**src/rtl/decoder_pkg.sv**
```systemverilog
// Shared widths, occupancy encodings and decode helper for the 2-to-4 stream decoder.
package decoder_pkg;

    localparam int unsigned CODE_W   = 2;
    localparam int unsigned ONEHOT_W = 4;
    localparam int unsigned OCC_W    = 2;

    typedef enum logic [OCC_W-1:0] {
        EMPTY = 2'd0,
        ONE   = 2'd1,
        FULL  = 2'd2
    } occ_e;

    // An encoder beat with V=0 carries no active line, so it decodes to all zeros.
    function automatic logic [ONEHOT_W-1:0] decode_code(
        input logic              v,
        input logic [CODE_W-1:0] code
    );
        logic [ONEHOT_W-1:0] w_word;
        w_word = '0;
        if (v) begin
            w_word = ONEHOT_W'(1) << code;
        end
        return w_word;
    endfunction

endpackage

```
**src/rtl/skid_buf_2.sv**
```systemverilog
// Two-entry registered FIFO; the head entry drives the output directly so there is
// no combinational path from the push side to the pop side.
module skid_buf_2
    import decoder_pkg::*;
#(
    parameter int unsigned DATA_W = 4
) (
    input  logic              clk,
    input  logic              rst_n,
    input  logic              i_valid,
    input  logic [DATA_W-1:0] i_data,
    output logic              o_ready,
    output logic              o_valid,
    output logic [DATA_W-1:0] o_data,
    input  logic              i_ready
);

    occ_e              r_state;
    occ_e              w_state_nxt;
    logic              r_ready;
    logic              r_valid;
    logic [DATA_W-1:0] r_head;
    logic [DATA_W-1:0] r_tail;

    logic              w_ready_nxt;
    logic              w_valid_nxt;
    logic [DATA_W-1:0] w_head_nxt;
    logic [DATA_W-1:0] w_tail_nxt;

    logic              w_accept;
    logic              w_pop;

    assign w_accept = i_valid & r_ready;
    assign w_pop    = r_valid & i_ready;

    // State and registered outputs
    always_ff @(posedge clk or negedge rst_n) begin
        if (!rst_n) begin
            r_state <= EMPTY;
            r_ready <= 1'b0;
            r_valid <= 1'b0;
            r_head  <= '0;
            r_tail  <= '0;
        end else begin
            r_state <= w_state_nxt;
            r_ready <= w_ready_nxt;
            r_valid <= w_valid_nxt;
            r_head  <= w_head_nxt;
            r_tail  <= w_tail_nxt;
        end
    end

    // Occupancy transitions
    always_comb begin
        w_state_nxt = r_state;
        unique case (r_state)
            EMPTY: begin
                if (w_accept) begin
                    w_state_nxt = ONE;
                end
            end
            ONE: begin
                if (w_accept && !w_pop) begin
                    w_state_nxt = FULL;
                end else if (w_pop && !w_accept) begin
                    w_state_nxt = EMPTY;
                end
            end
            FULL: begin
                if (w_pop) begin
                    w_state_nxt = ONE;
                end
            end
            default: begin
                w_state_nxt = EMPTY;
            end
        endcase
    end

    // Next values of the registered outputs and storage
    always_comb begin
        w_ready_nxt = (w_state_nxt != FULL);
        w_valid_nxt = (w_state_nxt != EMPTY);
        w_head_nxt  = r_head;
        w_tail_nxt  = r_tail;
        unique case (r_state)
            EMPTY: begin
                if (w_accept) begin
                    w_head_nxt = i_data;
                end
            end
            ONE: begin
                if (w_accept && w_pop) begin
                    w_head_nxt = i_data;
                end else if (w_accept) begin
                    w_tail_nxt = i_data;
                end else if (w_pop) begin
                    w_head_nxt = '0;
                end
            end
            FULL: begin
                if (w_pop) begin
                    w_head_nxt = r_tail;
                end
            end
            default: begin
                w_head_nxt = '0;
                w_tail_nxt = '0;
            end
        endcase
    end

    assign o_ready = r_ready;
    assign o_valid = r_valid;
    assign o_data  = r_head;

endmodule

```
**src/rtl/decoder_2_4_stream.sv**
```systemverilog
// Streaming 2-to-4 decoder behind a 2-entry skid buffer, with saturating per-code
// event counters for beats carrying a valid code.
module decoder_2_4_stream
    import decoder_pkg::*;
#(
    parameter int unsigned CNT_W = 8
) (
    input  logic                  clk,
    input  logic                  rst_n,
    input  logic [CODE_W-1:0]     in_code,
    input  logic                  in_v,
    input  logic                  in_valid,
    output logic                  in_ready,
    output logic [ONEHOT_W-1:0]   out_onehot,
    output logic                  out_valid,
    input  logic                  out_ready,
    input  logic                  clr_cnt,
    output logic [4*CNT_W-1:0]    cnt_flat
);

    localparam int unsigned NUM_CODES = ONEHOT_W;

    logic [ONEHOT_W-1:0] w_onehot;
    logic                w_in_ready;
    logic                w_accept;
    logic [CNT_W-1:0]    r_cnt [NUM_CODES];

    assign w_onehot = decode_code(in_v, in_code);
    assign w_accept = in_valid & w_in_ready;

    skid_buf_2 #(
        .DATA_W (ONEHOT_W)
    ) u_skid (
        .clk     (clk),
        .rst_n   (rst_n),
        .i_valid (in_valid),
        .i_data  (w_onehot),
        .o_ready (w_in_ready),
        .o_valid (out_valid),
        .o_data  (out_onehot),
        .i_ready (out_ready)
    );

    assign in_ready = w_in_ready;

    // Clear wins over a same-cycle accept; counts stick at all-ones
    always_ff @(posedge clk or negedge rst_n) begin
        if (!rst_n) begin
            for (int k = 0; k < NUM_CODES; k++) begin
                r_cnt[k] <= '0;
            end
        end else if (clr_cnt) begin
            for (int k = 0; k < NUM_CODES; k++) begin
                r_cnt[k] <= '0;
            end
        end else begin
            for (int k = 0; k < NUM_CODES; k++) begin
                if (w_accept && in_v && (in_code == CODE_W'(k)) && (r_cnt[k] != '1)) begin
                    r_cnt[k] <= r_cnt[k] + CNT_W'(1);
                end
            end
        end
    end

    always_comb begin
        cnt_flat = '0;
        for (int k = 0; k < NUM_CODES; k++) begin
            cnt_flat[k*CNT_W +: CNT_W] = r_cnt[k];
        end
    end

endmodule

```
**config.mk**
```make
export PLATFORM = sky130hd
export DESIGN_NAME = decoder_2_4_stream
export DESIGN_NICKNAME = d
export VERILOG_FILES = /design/src/rtl/decoder_pkg.sv /design/src/rtl/skid_buf_2.sv /design/src/rtl/decoder_2_4_stream.sv
export SDC_FILE = /design/constraint.sdc
export NUM_CORES = 1
export LEC_CHECK = 0
export BUFFER_PORTS_ARGS = -buffer_cell sky130_fd_sc_hd__buf_2
export CAP_MARGIN = 20
export CORE_MARGIN = 2
export CORE_UTILIZATION = 55
export DETAILED_ROUTE_END_ITERATION = 8
export PLACE_DENSITY_LB_ADDON = 0.15
export SLEW_MARGIN = 10
export SYNTH_ARGS = -nofsm -noshare
export SYNTH_HDL_FRONTEND = slang
export SYNTH_HIERARCHICAL = 1
export SYNTH_SLANG_ARGS = --single-unit
```
**constraint.sdc**
```tcl
create_clock -name clk -period 1.9 [get_ports clk]
set_input_delay 0.285 -clock clk [delete_from_list [all_inputs] [get_ports clk]]
set_output_delay 0.285 -clock clk [all_outputs]
set_load 0.01 [all_outputs]
```
== Word-level counts from Yosys, hierarchy flattened ==
Cells that the tools add are included.

* Register bits after elaboration: 44
* Input port bits: 8
* Output and inout port bits: 38

* Add/subtract/negate cells: 4
* Equal/unequal tests: 16
* Shift-type cells: 1
* Muxes and demuxes: 19
* Bitwise logic cells: 3
* Reductions and logical operators: 24

{| class="wikitable"
|+ Operators by type and width
! cell !! number
|-
| adder 8 x 1 -> 8 bit, second input constant || 4
|-
| 2-to-1 mux 32 bit || 1
|-
| 2-to-1 mux 8 bit || 4
|-
| inequality test 8 bit, second input constant || 4
|-
| 2-to-1 mux 4 bit || 7
|-
| logical AND 1 bit || 12
|-
| case mux 4 bit (3 select lines) || 1
|-
| nonzero test 2 bit || 5
|-
| 2-to-1 mux 2 bit || 4
|-
| case mux 4 bit (2 select lines) || 1
|-
| == test 2 bit, second input constant || 3
|-
| inequality test 2 x 1 -> 1 bit, second input constant || 3
|-
| case mux 2 bit (3 select lines) || 1
|-
| == test 2 x 1 -> 1 bit, second input constant || 2
|-
| zero test 2 bit || 2
|-
| inequality test 2 bit, second input constant || 2
|-
| AND reduction 4 bit || 1
|-
| << shifter 1 x 2 -> 4 bit, first input constant || 1
|-
| inequality test 3 x 1 -> 1 bit, second input constant || 1
|-
| inequality test 3 bit, second input constant || 1
|-
| AND reduction 3 bit || 1
|-
| AND 1 bit || 2
|-
| zero test 1 bit || 2
|-
| OR reduction 2 bit || 1
|-
| inverter 1 bit || 1
|}

== Logic depth before layout (Yosys ltp) ==
* Word-level depth: 7
* Mapped depth: 6

== Hierarchy ==
Netlist, hierarchy kept.

{| class="wikitable"
|+ Modules (own cells, without submodules)
! module !! instances !! cells an instance !! area an instance (um^2) !! seq. area each (um^2)
|-
| decoder_2_4_stream || 1 || 189 || 1794.2 || 800.8
|-
| skid_buf_2 || 1 || 61 || 630.6 || 300.3
|}

== Least setup slack after synthesis ==
No wires, ideal clock.

* Path kind: register to register
* From: register r_cnt (netlist bit cnt_flat[24])
* To: register r_cnt (netlist bit cnt_flat[28])
* Library setup time: 78 ps
* Data arrival time: 1534 ps
* Data required time: 1822 ps
* Setup slack: 288 ps
* Cell stages (with the launch flop): 7
* Path buffers: 1
* Period minus slack after synthesis: 1612 ps
* Cells stage by stage: dfrtp_1 > ha_1 > nand3_1 > o2111ai_2 > buf_6 > or3_1 > a21oi_1

* Word-level cells in the longest chain between the ends: 3

{| class="wikitable"
|+ Ends and longest elaborated chain
! item !! RTL line !! text
|-
| start, declared || decoder_2_4_stream.sv:26 || <nowiki>logic [CNT_W-1:0] r_cnt [NUM_CODES];</nowiki>
|-
| start signal, assigned by index || decoder_2_4_stream.sv:59 || <nowiki>r_cnt[k] <= r_cnt[k] + CNT_W'(1);</nowiki>
|-
| adder 8 x 1 -> 8 bit / inequality test 8 bit (equally long branches) || decoder_2_4_stream.sv:59, decoder_2_4_stream.sv:58 ||
|-
| 2-to-1 mux 8 bit / logical AND 1 bit (equally long branches) || decoder_2_4_stream.sv:58 || <nowiki>if (w_accept && in_v && (in_code == CODE_W'(k)) && (r_cnt[k] != '1)) begin</nowiki>
|-
| 2-to-1 mux 32 bit / nonzero test 2 bit (equally long branches) || - ||
|}

Several ways; a longest one is shown, not always the timed one. The select of a mux whose other input is x is not followed.
A chain may end at the register's enable or synchronous reset.

== Worst setup path after layout ==
* From: register r_cnt (netlist bit cnt_flat[24])
* To: register r_cnt (netlist bit cnt_flat[27])

The elaborated chain is that of the path after synthesis.

==> flow_metrics.py <==
metrics = {
    "synth": {
        "synth_edf_count": 0,
        "ys_seq_area_share_pct": 45.4,
        "syn-num-nets": 262,
        "yosysWarnings": 6,
        "avgSynthCellArea_um2": 9.70,
        "async_reset_ff_share_pct": 100,
        "synth-seq-cells": 44,
        "synth_area_mm2": 0.00242,
        "postSynthCellCount": 250,
        "netlist-cell-type-count": 55,
        "yosys_most_used_dff": "dfrtp_1",
    },
    "place": {
        "place.gp.congestion": 0.816,
        "place_inst": 344,
        "place_hpwl_um": 3690,
        "pre_cts_ws_ns": 0.137,
        "portBuffers": 45,
    },
    "clock_tree": {
        "cts_tree": "built",
        "cts_buffers": 5,
        "clkLatencyLatePin_ns": 0.30,
        "clock_sinks": 44,
        "path_clk_slew_ns": 0.08,
        "cts_setup_buffers": 0,
        "ctsLongestPathBuffers": 2,
        "ctsHtreeMaxLevel": 2,
        "root_buffer": "clkbuf_8",
    },
    "sta": {
        "max_slew_margin_pct": 66.9,
        "rsz0062_at_grt": "false",
        "layout_setup_ws_ns": 0.157,
        "fin_crit_ns": 1.74,
        "setup_viol": 0,
        "maxSlewViolCount": 0,
        "min_period_over_period_pct": 91.7,
        "tns_ns": 0,
        "clock_skew_ns": 0.00495,
        "hold_viol_final": 0,
        "fmax_mhz": 574,
        "tightest_slew_ns": 0.497,
    },
    "floorplanning": {
        "dieHeight_um": 70.4,
        "start_util_pct": 56.5,
        "coreArea_mm2": 0.00429,
        "rows": 24,
        "chipWidth_um": 70.4,
        "die-area_mm2": 0.00496,
        "ioPinCount": 46,
    },
    "grt": {
        "grt_util_all_layers_pct": 21.5,
        "antenna_found_initial": 0,
        "grt_max_degree": 25,
        "grt_pass1_vias": 1904,
        "grt_pass1_wl_um": 8690,
        "grt-ovfl-total": 0,
    },
    "cells_and_area": {
        "multiInputGateArea_mm2": 0.00124,
        "n_antenna_cell": 0,
        "nFillCells": 362,
        "nets": 312,
        "syn_to_final_growth_pct": 17.1,
        "layout-drive-gt1-share_pct": 24.6,
        "seq_area_mm2": 0.00110,
        "final-instance-count-excl-fill": 353,
    },
    "route": {
        "ant_nets": 0,
        "drc": 0,
        "drtPass1Iterations": 4,
        "wirelength_um": 5190,
        "initialDrtViolationCount": 103,
        "routedWlPerCell_um": 14.7,
        "num_vias": 2160,
        "viasPerCell": 6.12,
    },
    "power": {
        "internal_power_mw": 1.70,
        "ir_drop_mv": 0.406,
        "switching_share_pct": 31.2,
        "p_clk_share_pct": 29.0,
        "p_seq_share_pct": 48.4,
        "p_leak_nw": 1.30,
        "p_sw_mw": 0.774,
        "powerDensity_mw_per_mm2": 872,
        "p_comb_share_pct": 22.6,
    },
    "critical_path": {
        "reg2reg_depth": 6,
        "cp-end-kind": "flip-flop",
        "crit_type": "reg -> reg",
        "startpoint_type": "flip-flop",
        "crit_arrival_ns": 1.97,
        "path_max_fanout": 9,
        "critPathRequiredTime_ns": 2.13,
    },
    "job": {
        "maxCapViolCount": 0,
    },
    "worst_hold_path": {
        "holdCritPathClass": "in -> reg",
        "whs_path_depth": 3,
    },
    "status": {
        "status": "complete, no violations",
    },
}
worst paths after layout:
check | startpoint | end | slack (ns)
setup / recovery | cnt_flat[24] | cnt_flat[27] | 0.16
hold / removal | out_ready | u_skid/r_state[0] | 0.33
setup reg to reg | cnt_flat[24] | cnt_flat[27] | 0.16
hold reg to reg | u_skid/o_data[3] | u_skid/o_data[3] | 0.50
max in group asynchronous | rst_n | cnt_flat[16] | 0.93
min in group asynchronous | rst_n | cnt_flat[27] | 0.47
per-stage QoR:
step / total power [mW] / util (%) / cell area (µm²) / hold WS, ns
detailed placement: 1.78 / 63.1 / 2710 / 0.282
floorplan: 1.59 / - / 2420 / -0.0106
global placement: 1.76 / 63.1 / 2710 / 0.283
CTS: 2.48 / 65.9 / 2830 / 0.321
global route: 2.60 / 66.1 / 2840 / 0.348
finish: 2.48 / 66.1 / 2840 / 0.325
power groups by stage:
stage | combinational, mW | sequential [mW] | clock (mW)
3_5_place_dp | 0.558 | 1.22 | 0
5_1_grt | 0.628 | 1.22 | 0.749
6_report | 0.560 | 1.20 | 0.718
2_1_floorplan | 0.405 | 1.19 | 0
4_1_cts | 0.563 | 1.20 | 0.721
3_3_place_gp | 0.542 | 1.21 | 0
repair_timing:
action,4_1_cts,5_1_grt
setup endpoints to repair,0,1
resized for setup,0,1
hold endpoints to repair,20,0
hold buffers,1,0
synthesized netlist by cell type, types with 4 or more instances:
| master | number | area (µm²) |
|---|---|---|
| a22oi_1 | 4 | 30.0 |
| a22o_1 | 4 | 35.0 |
| dfrtp_1 | 44 | 1100 |
| a211oi_1 | 5 | 37.5 |
| inv_1 | 9 | 33.8 |
| nand2_1 | 15 | 56.3 |
| o21ai_0 | 11 | 55.1 |
| or4_1 | 8 | 60.1 |
| mux2i_1 | 7 | 70.1 |
| o22ai_1 | 4 | 25.0 |
| nand3_1 | 17 | 85.1 |
| nor2_1 | 16 | 60.1 |
| ha_1 | 4 | 50.1 |
| or3_1 | 6 | 37.5 |
| nor2b_1 | 6 | 37.5 |
| a21oi_1 | 19 | 95.1 |
| nand4_1 | 5 | 31.3 |
| o31ai_1 | 8 | 60.1 |
| o2bb2ai_1 | 4 | 35.0 |
flip-flops by register name, summed over array words and instances (netlist names):
signal	flops
u_skid/o_ready	1
cnt_flat	32
u_skid/r_state	2
u_skid/o_valid	1
u_skid/o_data	4
u_skid/r_tail	4
cell families (layout without fill, tap and decap cells):
logic type	count (synthesis)	count (layout)	synth area share (%)
buffers and inverters	18	69	3.92
flip-flops	44	44	45.4
adder cells (fa/ha/maj)	4	4	2.06
AND/OR/NAND/NOR	102	102	24.0
multiplexers	10	10	4.28
AO/OA/AOI/OAI	70	70	19.6
XOR/XNOR	2	2	0.723
per-layer routing:
| layer | up-vias | share of wire, % | GRT usage, % | wire length (µm) |
|---|---|---|---|---|
| met1 | 1062 | 45 | 29.0 | 2360 |
| li1 | 1046 | - | - | - |
| met4 | 0 | 1.2 | 6.41 | 63 |
| met5 | - | 0 | 0 | 0 |
| met2 | 45 | 50 | 35.5 | 2580 |
| met3 | 7 | 3.6 | 3.32 | 188 |
cells in the final DEF, fill, tap and decap left out, types with 2 or more instances in the layout:
cell type  instances
nand4_1            5
xor2_1             2
nor3_1             3
a22oi_1            4
a22o_1             4
mux2i_1            7
nor4_1             2
nor2_1            16
o31ai_1            8
o21bai_1           2
inv_1              9
dfrtp_1           44
ha_1               4
clkbuf_8           5
buf_2             45
a31oi_1            2
o21ai_0           11
nand2b_1           3
and4b_1            2
buf_4              5
nand2_1           15
or3_2              2
nor2b_1            6
o2bb2ai_1          4
a211oi_1           5
nand3_1           17
o22ai_1            4
and2_1             2
or4_1              8
and3_2             2
a21oi_1           19
or3_1              6
mux2_2             3
final cells by class:
cell class | instances | share of cell area (%)
clock inverter | 2 | 1.23
tap | 52 | 2.29
timing repair buffer | 52 | 10.3
inverter | 9 | 1.19
multi-input combinational | 188 | 43.7
clock buffer | 6 | 2.56
sequential | 44 | 38.8
worst max-delay path, stage by stage, from the launching register on:
cell	delay, ns
dfrtp_1	0.42
ha_1	0.25
nand3_1	0.14
o2111ai_4	0.17
buf_4	0.21
or3_1	0.34
a21oi_1	0.15
Note: power is estimated with default switching activity, not from simulation.
